[config.mk]
export PLATFORM = sky130hd
export DESIGN_NAME = etapa_escritura_estado
export DESIGN_NICKNAME = d
export VERILOG_FILES = /design/src/rtl/etapa_escritura_estado_pkg.sv /design/src/rtl/etapa_escritura_estado_banderas.sv /design/src/rtl/etapa_escritura_estado.sv
export SDC_FILE = /design/constraint.sdc
export NUM_CORES = 1
export LEC_CHECK = 0
export BUFFER_PORTS_ARGS = -buffer_cell sky130_fd_sc_hd__buf_4
export CAP_MARGIN = 20
export CORE_MARGIN = 2
export CORE_UTILIZATION = 49
export CTS_BUF_LIST = sky130_fd_sc_hd__clkbuf_16
export DETAILED_ROUTE_END_ITERATION = 12
export GPL_TIMING_DRIVEN = 1
export PLACE_DENSITY = 0.9
export SLEW_MARGIN = 40
export SYNTH_ARGS = -nofsm -noshare
export SYNTH_HDL_FRONTEND = slang
export SYNTH_SLANG_ARGS = --single-unit
[constraint.sdc]
create_clock -name Reloj -period 2.35 [get_ports Reloj]
set_input_delay 0.235 -clock Reloj [delete_from_list [all_inputs] [get_ports Reloj]]
set_output_delay 0.235 -clock Reloj [all_outputs]
set_load 0.005 [all_outputs]
[src/rtl/etapa_escritura_estado_pkg.sv]
// Shared opcode encoding, status-flag bit positions and default widths for the
// execute/writeback stage that follows the 16-bit ALSU.
package etapa_escritura_estado_pkg;

    localparam int ANCHO_DEF     = 16;
    localparam int ANCHO_DIR_DEF = 3;

    // Same encoding as the ALSU Selector input
    typedef enum logic [3:0] {
        OP_NOT  = 4'b0000,
        OP_AND  = 4'b0001,
        OP_OR   = 4'b0010,
        OP_XOR  = 4'b0011,
        OP_DEC  = 4'b0100,
        OP_ADD  = 4'b0101,
        OP_SUB  = 4'b0110,
        OP_INC  = 4'b0111,
        OP_MOV  = 4'b1000,
        OP_RLC  = 4'b1001,
        OP_TEST = 4'b1010,
        OP_RRC  = 4'b1011,
        OP_SL   = 4'b1100,
        OP_SR   = 4'b1101,
        OP_RL   = 4'b1110,
        OP_RR   = 4'b1111
    } opcode_e;

    // Estado = {N, Z, V, C}
    localparam int IDX_N = 3;
    localparam int IDX_Z = 2;
    localparam int IDX_V = 1;
    localparam int IDX_C = 0;

endpackage

[src/rtl/etapa_escritura_estado_banderas.sv]
// Next status-register value from the opcode, operands, final result and the
// current flags; purely combinational.
module calculo_banderas
    import etapa_escritura_estado_pkg::*;
#(
    parameter int ANCHO = ANCHO_DEF
) (
    input  logic [3:0]       Selector,
    input  logic [ANCHO-1:0] OperandoA,
    input  logic [ANCHO-1:0] OperandoB,
    input  logic [ANCHO-1:0] R,
    input  logic             AcarreoAlsu,
    input  logic [3:0]       Estado,
    output logic [3:0]       EstadoSiguiente
);

    logic a_msb, b_msb, r_msb;

    always_comb begin
        a_msb = OperandoA[ANCHO-1];
        b_msb = OperandoB[ANCHO-1];
        r_msb = R[ANCHO-1];

        EstadoSiguiente        = Estado;
        EstadoSiguiente[IDX_Z] = (R == '0);
        EstadoSiguiente[IDX_N] = r_msb;

        // AcarreoAlsu may float for logic/MOV, so it is only read in the arms below
        case (opcode_e'(Selector))
            OP_ADD: begin
                EstadoSiguiente[IDX_C] = AcarreoAlsu;
                EstadoSiguiente[IDX_V] = (a_msb == b_msb) && (r_msb != a_msb);
            end
            OP_SUB, OP_TEST: begin
                EstadoSiguiente[IDX_C] = AcarreoAlsu;
                EstadoSiguiente[IDX_V] = (a_msb != b_msb) && (r_msb != a_msb);
            end
            OP_INC: begin
                EstadoSiguiente[IDX_C] = AcarreoAlsu;
                EstadoSiguiente[IDX_V] = (OperandoA == {1'b0, {(ANCHO-1){1'b1}}});
            end
            OP_DEC: begin
                EstadoSiguiente[IDX_C] = AcarreoAlsu;
                EstadoSiguiente[IDX_V] = (OperandoA == {1'b1, {(ANCHO-1){1'b0}}});
            end
            OP_RLC: EstadoSiguiente[IDX_C] = OperandoA[ANCHO-1];
            OP_RRC: EstadoSiguiente[IDX_C] = OperandoA[0];
            OP_SL, OP_SR, OP_RL, OP_RR: EstadoSiguiente[IDX_C] = AcarreoAlsu;
            default: ;
        endcase
    end

endmodule

[src/rtl/etapa_escritura_estado.sv]
// Execute/writeback stage: rotate-through-carry mux, status register and a
// single-entry register-bank write request with valid/ready handshake.
module etapa_escritura_estado
    import etapa_escritura_estado_pkg::*;
#(
    parameter int ANCHO     = ANCHO_DEF,
    parameter int ANCHO_DIR = ANCHO_DIR_DEF
) (
    input  logic                 Reloj,
    input  logic                 Reinicio,
    input  logic                 EntradaValida,
    output logic                 EntradaLista,
    input  logic [3:0]           Selector,
    input  logic [ANCHO-1:0]     OperandoA,
    input  logic [ANCHO-1:0]     OperandoB,
    input  logic [ANCHO-1:0]     ResultadoAlsu,
    input  logic                 AcarreoAlsu,
    input  logic [ANCHO_DIR-1:0] Destino,
    output logic                 EscrituraValida,
    input  logic                 EscrituraLista,
    output logic [ANCHO_DIR-1:0] EscrituraDir,
    output logic [ANCHO-1:0]     EscrituraDato,
    output logic [3:0]           Estado
);

    logic [ANCHO-1:0] resultado;
    logic [3:0]       estado_sig;
    logic             acepta;
    logic             escribe;

    assign EntradaLista = !EscrituraValida || EscrituraLista;
    assign acepta       = EntradaValida && EntradaLista;
    assign escribe      = (Selector != OP_TEST);

    // Rotates through carry use the registered C, not the ALSU output
    always_comb begin
        resultado = ResultadoAlsu;
        if (Selector == OP_RLC)
            resultado = {OperandoA[ANCHO-2:0], Estado[IDX_C]};
        else if (Selector == OP_RRC)
            resultado = {Estado[IDX_C], OperandoA[ANCHO-1:1]};
    end

    calculo_banderas #(
        .ANCHO (ANCHO)
    ) u_banderas (
        .Selector        (Selector),
        .OperandoA       (OperandoA),
        .OperandoB       (OperandoB),
        .R               (resultado),
        .AcarreoAlsu     (AcarreoAlsu),
        .Estado          (Estado),
        .EstadoSiguiente (estado_sig)
    );

    // Flags commit at acceptance; the write entry is replaced in place when a
    // drain and an accept coincide, keeping EscrituraValida high.
    always_ff @(posedge Reloj) begin
        if (Reinicio) begin
            Estado          <= '0;
            EscrituraValida <= 1'b0;
            EscrituraDir    <= '0;
            EscrituraDato   <= '0;
        end else if (acepta) begin
            Estado <= estado_sig;
            if (escribe) begin
                EscrituraValida <= 1'b1;
                EscrituraDir    <= Destino;
                EscrituraDato   <= resultado;
            end else if (EscrituraLista) begin
                EscrituraValida <= 1'b0;
            end
        end else if (EscrituraLista) begin
            EscrituraValida <= 1'b0;
        end
    end

endmodule

==> results.yml, run 1 <==
status:
  outcome: "finished clean"
grt:
  grt_pass1_vias: 1943
  grt_max_degree: 26
  grt_pass1_wl_um: 8910
  grt_remaining_overflow: 0
  grt_usage: 0.278
  antenna_found_initial: 0
sta:
  hold_viol: 0
  skew_ns: 0.00198
  relSlewSlack: 0.728
  finalCritPeriodShare: 0.778
  rsz0062_at_grt: "no"
  final.setup.tns_ns: 0
  finalSetupViolCount: 0
  fmax_mhz: 547
  min_period_ns: 1.83
  worstMarginPinSlew_ns: 0.396
  slew_viol_final: 0
setup_path:
  cp.required_ns: 2.52
  critPathKind: "in -> reg"
  rr_startpoint: "Estado[0]"
  reg2reg_depth: 5
  critical_path_arrival_ns: 1.99
  rr_endpoint: "Estado[2]"
  slowest_stage: "or4_1"
  reg2reg_slack_ns: 0.61
  crit_path_start_kind: "primary input"
  endpoint_kind: "register"
  worst-path-max-fanout: 14
  max_stage_delay_ns: 0.53
  path_cells: "buf_4 > nand4b_1 > o31ai_1 > o21ai_0 > or4_1 > o31ai_1"
  crit_start: "Selector[1]"
  crit_top_cell: "o31ai_1"
cells_and_area:
  areaGrowthSynthToFinish_pct: 37.7
  design_area_um2: 2300
  nFillCells: 285
  layout-drive-gt1-share: 0.280
  regArea_um2: 480
  multiInputGateArea_um2: 1110
  nNetsFinal: 347
  n_antenna_cell: 0
clock_network:
  cts_buffers: 3
  clkSinkCount: 24
  cts.path.max_buffers: 2
  cts_tree: "built"
  path_clk_slew_ns: 0.06
  clock_latency_ns: 0.26
  hold_buffers: 0
  htreeDepth: 1
  post_cts_buffers: 0
  ctsResizeCount: 0
  clockRootBuffer: "clkbuf_16"
route:
  drt-total-wl_um: 5350
  vias: 2064
  viasPerCell: 6.22
  drc_errors: 0
  drt_iter0_drc: 197
  ant_nets: 0
  wire_per_inst_um: 16.1
  drt_first_pass_iters: 5
yosys:
  yosysWarnings: 0
  avgSynthCellArea_um2: 7.53
  yosys-top-cells-count: "nor2_1, a21oi_1, dfxtp_1"
  synthArstFlopShare: 0
  seq_area_frac_synth: 0.287
  synth_cells: 222
  ys.flop_type: "dfxtp_1"
  ys_types: 45
  synth-seq-cells: 24
  synth-edff-count: 0
  netlist_area_um2: 1670
  yosys-top-cells-area: "dfxtp_1, mux2i_1, nor2_1"
  synth.top_cell.area_share: 0.287
  mappedNetlistNets: 282
  yosys.area.top_type: "dfxtp_1"
  yosysMostFrequentCell: "nor2_1"
die:
  core_um2: 3310
  num_rows: 21
  start_util: 0.505
  die-area_um2: 3890
  die_w_um: 62.4
  die_h_um: 62.4
  ioPinCount: 85
min_path:
  min_path_cells: 3
  min_from: "Destino[0]"
  min_path_type: "in -> reg"
  min_to: "EscrituraDir[0]"
place:
  dpl-instance-area_um2: 2220
  io_buffers: 69
  place_hpwl_um: 3910
  gp_congestion: 0.936
power_and_ir_drop:
  p_leak_uw: 0.00100
  ir_drop_mv: 0.329
  p_per_area_nw_per_um2: 497
job:
  maxCapViolations: 0
## critical path, delay by kind of cell
kind,cells,cell delay (ns)
compound gates,3,0.74
buf+inv,1,0.22
simple gates,2,0.79
## kinds of logic (layout without fill, tap and decap cells)
group	Yosys count	after routing	share of synthesized area
AO/OA/AOI/OAI	71	71	0.266
multiplexers	19	19	0.115
buffers and inverters	19	83	0.0501
AND/OR/NAND/NOR	89	89	0.281
flip-flops	24	24	0.287
## placed cells by master (no fill, tap or decap), types with 2 or more instances in the layout
cell type and instances:
and3_1 2, nor3b_1 3, nor2_1 43, o31ai_1 3, nor2b_1 2, or4_1 2
nand4_1 6, a311oi_1 2, nand2_1 6, o21ai_0 14, clkbuf_16 3, nor3_1 2
inv_1 4, mux2i_1 18, a211oi_1 15, a221oi_1 2, buf_4 75, nor4_1 6
nand3b_1 2, o22ai_1 2, nand3_1 4, a21oi_1 25, or3_1 2, dfxtp_1 24
## per-stage QoR
step / hold slack [ns] / total power [µW] / instances / util / setup WS, ns
4_1_cts: 0.211 / 1150 / 332 / 0.695 / 0.598
6_report: 0.213 / 1140 / 332 / 0.695 / 0.522
3_5_place_dp: 0.477 / 773 / 328 / 0.672 / 0.410
3_3_place_gp: 0.466 / 765 / 328 / 0.672 / 0.446
2_1_floorplan: 0.304 / 611 / 222 / - / 0.729
5_1_grt: 0.261 / 1200 / 332 / 0.695 / 0.517
## where the power goes
| group | switching (µW) | internal (µW) | leakage [µW] |
|---|---|---|---|
| sequential | 16.3 | 434 | 0.000197 |
| clock | 143 | 227 | 0.0000385 |
| combinational | 165 | 157 | 0.000766 |
## area by class of cell
class / count / share of cell area
clock buffers: 3 / 0.0326
clock inverters: 1 / 0.00163
inverters: 4 / 0.00652
multi-input cells: 179 / 0.481
flip-flops and latches: 24 / 0.209
well taps: 46 / 0.0250
repair buffers: 75 / 0.245
## worst max-delay path by stage
stage / endpoint / slack (ns) / cells after the start
finish: Estado[2] / 0.52 / 6
global route: Estado[2] / 0.52 / 7
CTS: Estado[2] / 0.60 / 7
detailed placement: Estado[2] / 0.41 / 8
global placement: Estado[2] / 0.45 / 7
floorplan: Estado[2] / 0.73 / 5
## metal layers
| layer | track usage | up-vias | share of wire |
|---|---|---|---|
| li1 | - | 966 | - |
| met1 | 0.353 | 935 | 0.38 |
| met2 | 0.456 | 139 | 0.49 |
| met3 | 0.0577 | 24 | 0.099 |
| met4 | 0.119 | 0 | 0.027 |
| met5 | 0 | - | 0 |
## state kept, by name (all words and copies together) (netlist names)
signal and cells:
Estado 4, EscrituraValida 1, EscrituraDato 16, EscrituraDir 3
Note: power is estimated with default switching activity, not from simulation.
==> run 2, diff against run 1 <==
--- a/config.mk
+++ b/config.mk
@@ -8,11 +8,11 @@
 export BUFFER_PORTS_ARGS = -buffer_cell sky130_fd_sc_hd__buf_4
 export CAP_MARGIN = 20
 export CORE_MARGIN = 2
-export CORE_UTILIZATION = 49
+export CORE_UTILIZATION = 41
 export CTS_BUF_LIST = sky130_fd_sc_hd__clkbuf_16
 export DETAILED_ROUTE_END_ITERATION = 12
 export GPL_TIMING_DRIVEN = 1
-export PLACE_DENSITY = 0.9
+export PLACE_DENSITY = 0.81
 export SLEW_MARGIN = 40
 export SYNTH_ARGS = -nofsm -noshare
 export SYNTH_HDL_FRONTEND = slang
==> constraint.sdc (replaced) <==
create_clock -name Reloj -period 1.5 [get_ports Reloj]
set_input_delay 0.15 -clock Reloj [delete_from_list [all_inputs] [get_ports Reloj]]
set_output_delay 0.15 -clock Reloj [all_outputs]
set_load 0.005 [all_outputs]
==> results.yml, run 2 (synthesis gave the netlist of run 1 again) <==
cells_and_area:
  regMostFlops: "EscrituraDato"
  mostFrequentLayoutCells: "buf_4, nor2_1, a21oi_1"
  layout_commonest_cell: "buf_4"
  n_antenna_cell: 0
  layout-drive-gt1-share: 0.353
  largest_reg_flops: 16
  finalNonFillerCells: 362
  nNetsFinal: 373
  areaGrowthSynthToFinish_pct: 53.0
  top_regs: "EscrituraDato: 16 flops, Estado: 4 flops, EscrituraDir: 3 flops"
grt:
  grt_pass1_vias: 1848
  grt_remaining_overflow: 0
  grt_pass1_wl_um: 8630
  grt_max_degree: 37
  grt_usage: 0.242
  antenna_found_initial: 0
die:
  ioPinCount: 85
  die-area_um2: 4600
  start_util: 0.421
  core_um2: 3970
  num_rows: 23
  die_h_um: 67.9
  die_w_um: 67.9
setup_path:
  endpoint_kind: "register"
  crit_path_start_kind: "register"
  critPathKind: "reg -> reg"
  worst-path-max-fanout: 2
  rr_startpoint: "Estado[0]"
  cp.required_ns: 1.66
  reg2reg_depth: 5
  critical_path_arrival_ns: 1.74
  reg2reg_slack_ns: -0.07
  rr_endpoint: "Estado[2]"
min_path:
  min_to: "EscrituraDir[2]"
  min_path_cells: 3
  min_from: "Destino[2]"
  min_path_type: "in -> reg"
clock_network:
  clock_latency_ns: 0.25
  path_clk_slew_ns: 0.06
  htreeDepth: 1
  clockRootBuffer: "clkbuf_16"
  clkSinkCount: 24
  cts.path.max_buffers: 2
  cts_buffers: 3
  cts_tree: "built"
  hold_buffers: 0
route:
  drc_errors: 0
  ant_nets: 0
  vias: 2113
  wire_per_inst_um: 15.7
  drt-total-wl_um: 5690
  viasPerCell: 5.84
  drt_first_pass_iters: 4
  drt_iter0_drc: 132
place:
  io_buffers: 69
  place_hpwl_um: 4270
  dp.cells: 357
  gp_congestion: 1.02
sta:
  relSlewSlack: 0.763
  layout_setup_ws_ns: -0.0746
  worstMarginPinSlew_ns: 0.352
  min_period_ns: 1.57
  hold_slack_ns: 0.132
  hold_viol: 0
  final.setup.tns_ns: -0.0746
  finalSetupViolCount: 1
  rsz0062_at_grt: "yes"
  slew_viol_final: 0
  finalCritPeriodShare: 1.05
  skew_ns: 0.00339
  fmax_mhz: 635
status:
  violations: "negative setup slack"
  outcome: "finished with violations"
job:
  maxCapViolations: 0
power_and_ir_drop:
  p_leak_uw: 0.00115
  ir_drop_mv: 0.696
  p_per_area_nw_per_um2: 728
run 2: worst max path at each step:
stage	slack, ns	endpoint	cells past startpoint	from
after floorplan	0.01	Estado[2]	5	Selector[2]
after detailed placement	-0.24	Estado[2]	7	Selector[0]
final	-0.07	Estado[2]	5	Estado[0]
after CTS	-0.05	Estado[2]	5	Estado[0]
after global routing	-0.12	Estado[2]	7	Selector[2]
after global placement	-0.22	Estado[2]	7	Selector[2]
run 2: routing by layer:
| layer | vias up | track usage | part of all wire |
|---|---|---|---|
| li1 | 1021 | - | - |
| met1 | 983 | 0.314 | 0.41 |
| met2 | 101 | 0.423 | 0.49 |
| met3 | 8 | 0.0362 | 0.080 |
| met4 | 0 | 0.0575 | 0.013 |
| met5 | - | 0 | 0 |
run 2: per-stage QoR:
step,total power [µW],setup slack [ns],instance area [µm²],utilization
after detailed placement,1280,-0.243,2450,0.618
after global placement,1270,-0.218,2450,0.618
after global routing,1940,-0.117,2560,0.644
after CTS,1860,-0.0458,2540,0.640
after floorplan,958,0.0106,1670,-
final,1860,-0.0746,2560,0.644
run 2: worst max-delay path, stage by stage (launching register included):
cell and delay [ns]:
dfxtp_2 0.33, mux2_4 0.26, nor3b_2 0.17, o22ai_1 0.10, or4_1 0.41, o31ai_1 0.22
run 2: final cells by class:
cell class                 instances  area, µm²
fill                             347       1410
multi-input combinational        179       1120
timing repair buffer             101        796
sequential                        24        482
clock buffer                       3       75.1
tap                               50       62.6
inverter                           4       15.0
clock inverter                     1       3.75
run 2: repair_timing:
| item | in CTS | in global routing |
|---|---|---|
| cloned | 0 | 0 |
| hold endpoints to repair | 0 | 0 |
| setup endpoints to repair | 1 | 2 |
| gates resized for setup | 3 | 4 |
| setup buffers | 0 | 1 |
run 2: power by group:
group          internal (µW)  total (µW)  switching [µW]  leakage [µW]
sequential               681         703            22.4      0.000198
clock                    356         576             220     0.0000385
combinational            302         583             281      0.000913
total                   1340        1860             523       0.00115
==> run 3, diff against run 2 <==
--- a/config.mk
+++ b/config.mk
@@ -7,7 +7,7 @@
 export LEC_CHECK = 0
 export BUFFER_PORTS_ARGS = -buffer_cell sky130_fd_sc_hd__buf_4
 export CAP_MARGIN = 20
-export CORE_MARGIN = 2
+export CORE_MARGIN = 5
 export CORE_UTILIZATION = 41
 export CTS_BUF_LIST = sky130_fd_sc_hd__clkbuf_16
 export DETAILED_ROUTE_END_ITERATION = 12
==> results.yml, run 3 (synthesis gave the netlist of run 1 again) <==
setup_path:
  worst-path-max-fanout: 2
  reg2reg_depth: 5
  cp.required_ns: 1.69
  rr_endpoint: "Estado[2]"
  path_cells: "mux2_4 > nor3b_2 > o22ai_1 > or4_1 > o31ai_2"
  critical_path_arrival_ns: 1.68
  slowest_stage: "or4_1"
  rr_startpoint: "Estado[0]"
  crit_path_start_kind: "register"
  reg2reg_slack_ns: 0.0006
  critPathKind: "reg -> reg"
  endpoint_kind: "register"
  max_stage_delay_ns: 0.41
clock_network:
  clock_latency_ns: 0.26
  post_cts_buffers: 0
  htreeDepth: 1
  clkSinkCount: 24
  clockRootBuffer: "clkbuf_16"
  cts_buffers: 3
  cts_tree: "built"
  path_clk_slew_ns: 0.07
  cts.path.max_buffers: 2
job:
  maxCapViolations: 0
grt:
  antenna_found_initial: 0
  grt_max_degree: 37
  grt_remaining_overflow: 0
  grt_pass1_wl_um: 9270
  grt_usage: 0.217
  grt_pass1_vias: 1912
route:
  vias: 2062
  ant_nets: 0
  drt-total-wl_um: 5850
  wire_per_inst_um: 16.2
  drc_errors: 0
  viasPerCell: 5.71
  drt_iter0_drc: 112
  drt_first_pass_iters: 4
place:
  dpl-instance-area_um2: 2440
  dp.cells: 357
  io_buffers: 69
  gp_congestion: 0.914
  place_hpwl_um: 4680
sta:
  hold_viol: 0
  skew_ns: 0.00389
  worstMarginPinSlew_ns: 0.344
  finalCritPeriodShare: 1.00
  slew_viol_final: 0
  finalSetupViolCount: 0
  rsz0062_at_grt: "yes"
  hold_slack_ns: 0.124
  relSlewSlack: 0.768
  fmax_mhz: 667
  min_period_ns: 1.50
min_path:
  min_path_cells: 3
  min_path_type: "in -> reg"
  min_to: "EscrituraDir[2]"
  min_from: "Destino[2]"
die:
  die-area_um2: 5450
  die_w_um: 73.9
  start_util: 0.421
  ioPinCount: 85
  core_um2: 3970
  die_h_um: 73.9
  num_rows: 23
power_and_ir_drop:
  p_per_area_nw_per_um2: 737
  ir_drop_mv: 0.513
  p_leak_uw: 0.00114
  power_uw: 1870
status:
  outcome: "finished clean"
cells_and_area:
  finish.utilization: 0.638
  design_area_um2: 2530
  n_antenna_cell: 0
  top_regs: "EscrituraDato: 16 flops, Estado: 4 flops, EscrituraDir: 3 flops"
  nNetsFinal: 372
  mostFrequentLayoutCells: "buf_4, nor2_1, a21oi_1"
  regMostFlops: "EscrituraDato"
  finalNonFillerCells: 361
  layout_commonest_cell: "buf_4"
  largest_reg_flops: 16
  layout-drive-gt1-share: 0.347
  areaGrowthSynthToFinish_pct: 51.6
==> run 3: power by group <==
group / total (µW) / switching [µW] / internal [µW]
Sequential: 704 / 22.8 / 681
Combinational: 570 / 273 / 297
Clock: 595 / 238 / 357
==> run 3: timing repair <==
action,in CTS,in global routing
hold buffers,0,0
resized for setup,3,2
pin swaps,0,2
endpoints found under the setup margin,1,2
==> run 3: worst max-delay path: cells and delay by family (launching register included) <==
| family | cells | cell delay, ns |
|---|---|---|
| and+or+nand+nor | 2 | 0.56 |
| AOI/OAI and AO/OA | 2 | 0.26 |
| muxes | 1 | 0.27 |
| DFF | 1 | 0.33 |
==> run 3: area by class of cell <==
class	instances	area (µm²)
Tap cell	50	62.6
Clock buffer	3	75.1
Clock inverter	1	3.75
Sequential cell	24	482
Inverter	4	15.0
Fill cell	369	1440
Multi-Input combinational cell	179	1120
Timing Repair Buffer	100	776
==> run 3: how the worst max path moves through the flow <==
stage,startpoint,to,slack [ns]
2_1_floorplan,Selector[2],Estado[2],0.01
3_3_place_gp,Selector[0],Estado[2],-0.24
3_5_place_dp,Selector[2],Estado[2],-0.25
4_1_cts,Estado[0],Estado[2],-0.002
5_1_grt,Estado[0],Estado[2],-0.08
6_report,Estado[0],Estado[2],0.0006
==> run 3: per-layer routing <==
metal / vias up / global-route usage / wire length [µm]
met2: 82 / 0.359 / 2850
met1: 952 / 0.294 / 2450
met3: 10 / 0.0410 / 478
met5: - / 0 / 0
met4: 0 / 0.0423 / 62
li1: 1018 / - / -
==> run 3: per-stage QoR <==
stage | setup slack [ns] | setup TNS (ns)
2_1_floorplan | 0.0106 | 0
3_3_place_gp | -0.240 | -0.357
3_5_place_dp | -0.250 | -0.412
4_1_cts | -0.00210 | -0.00210
5_1_grt | -0.0792 | -0.0792
6_report | 0.000550 | 0
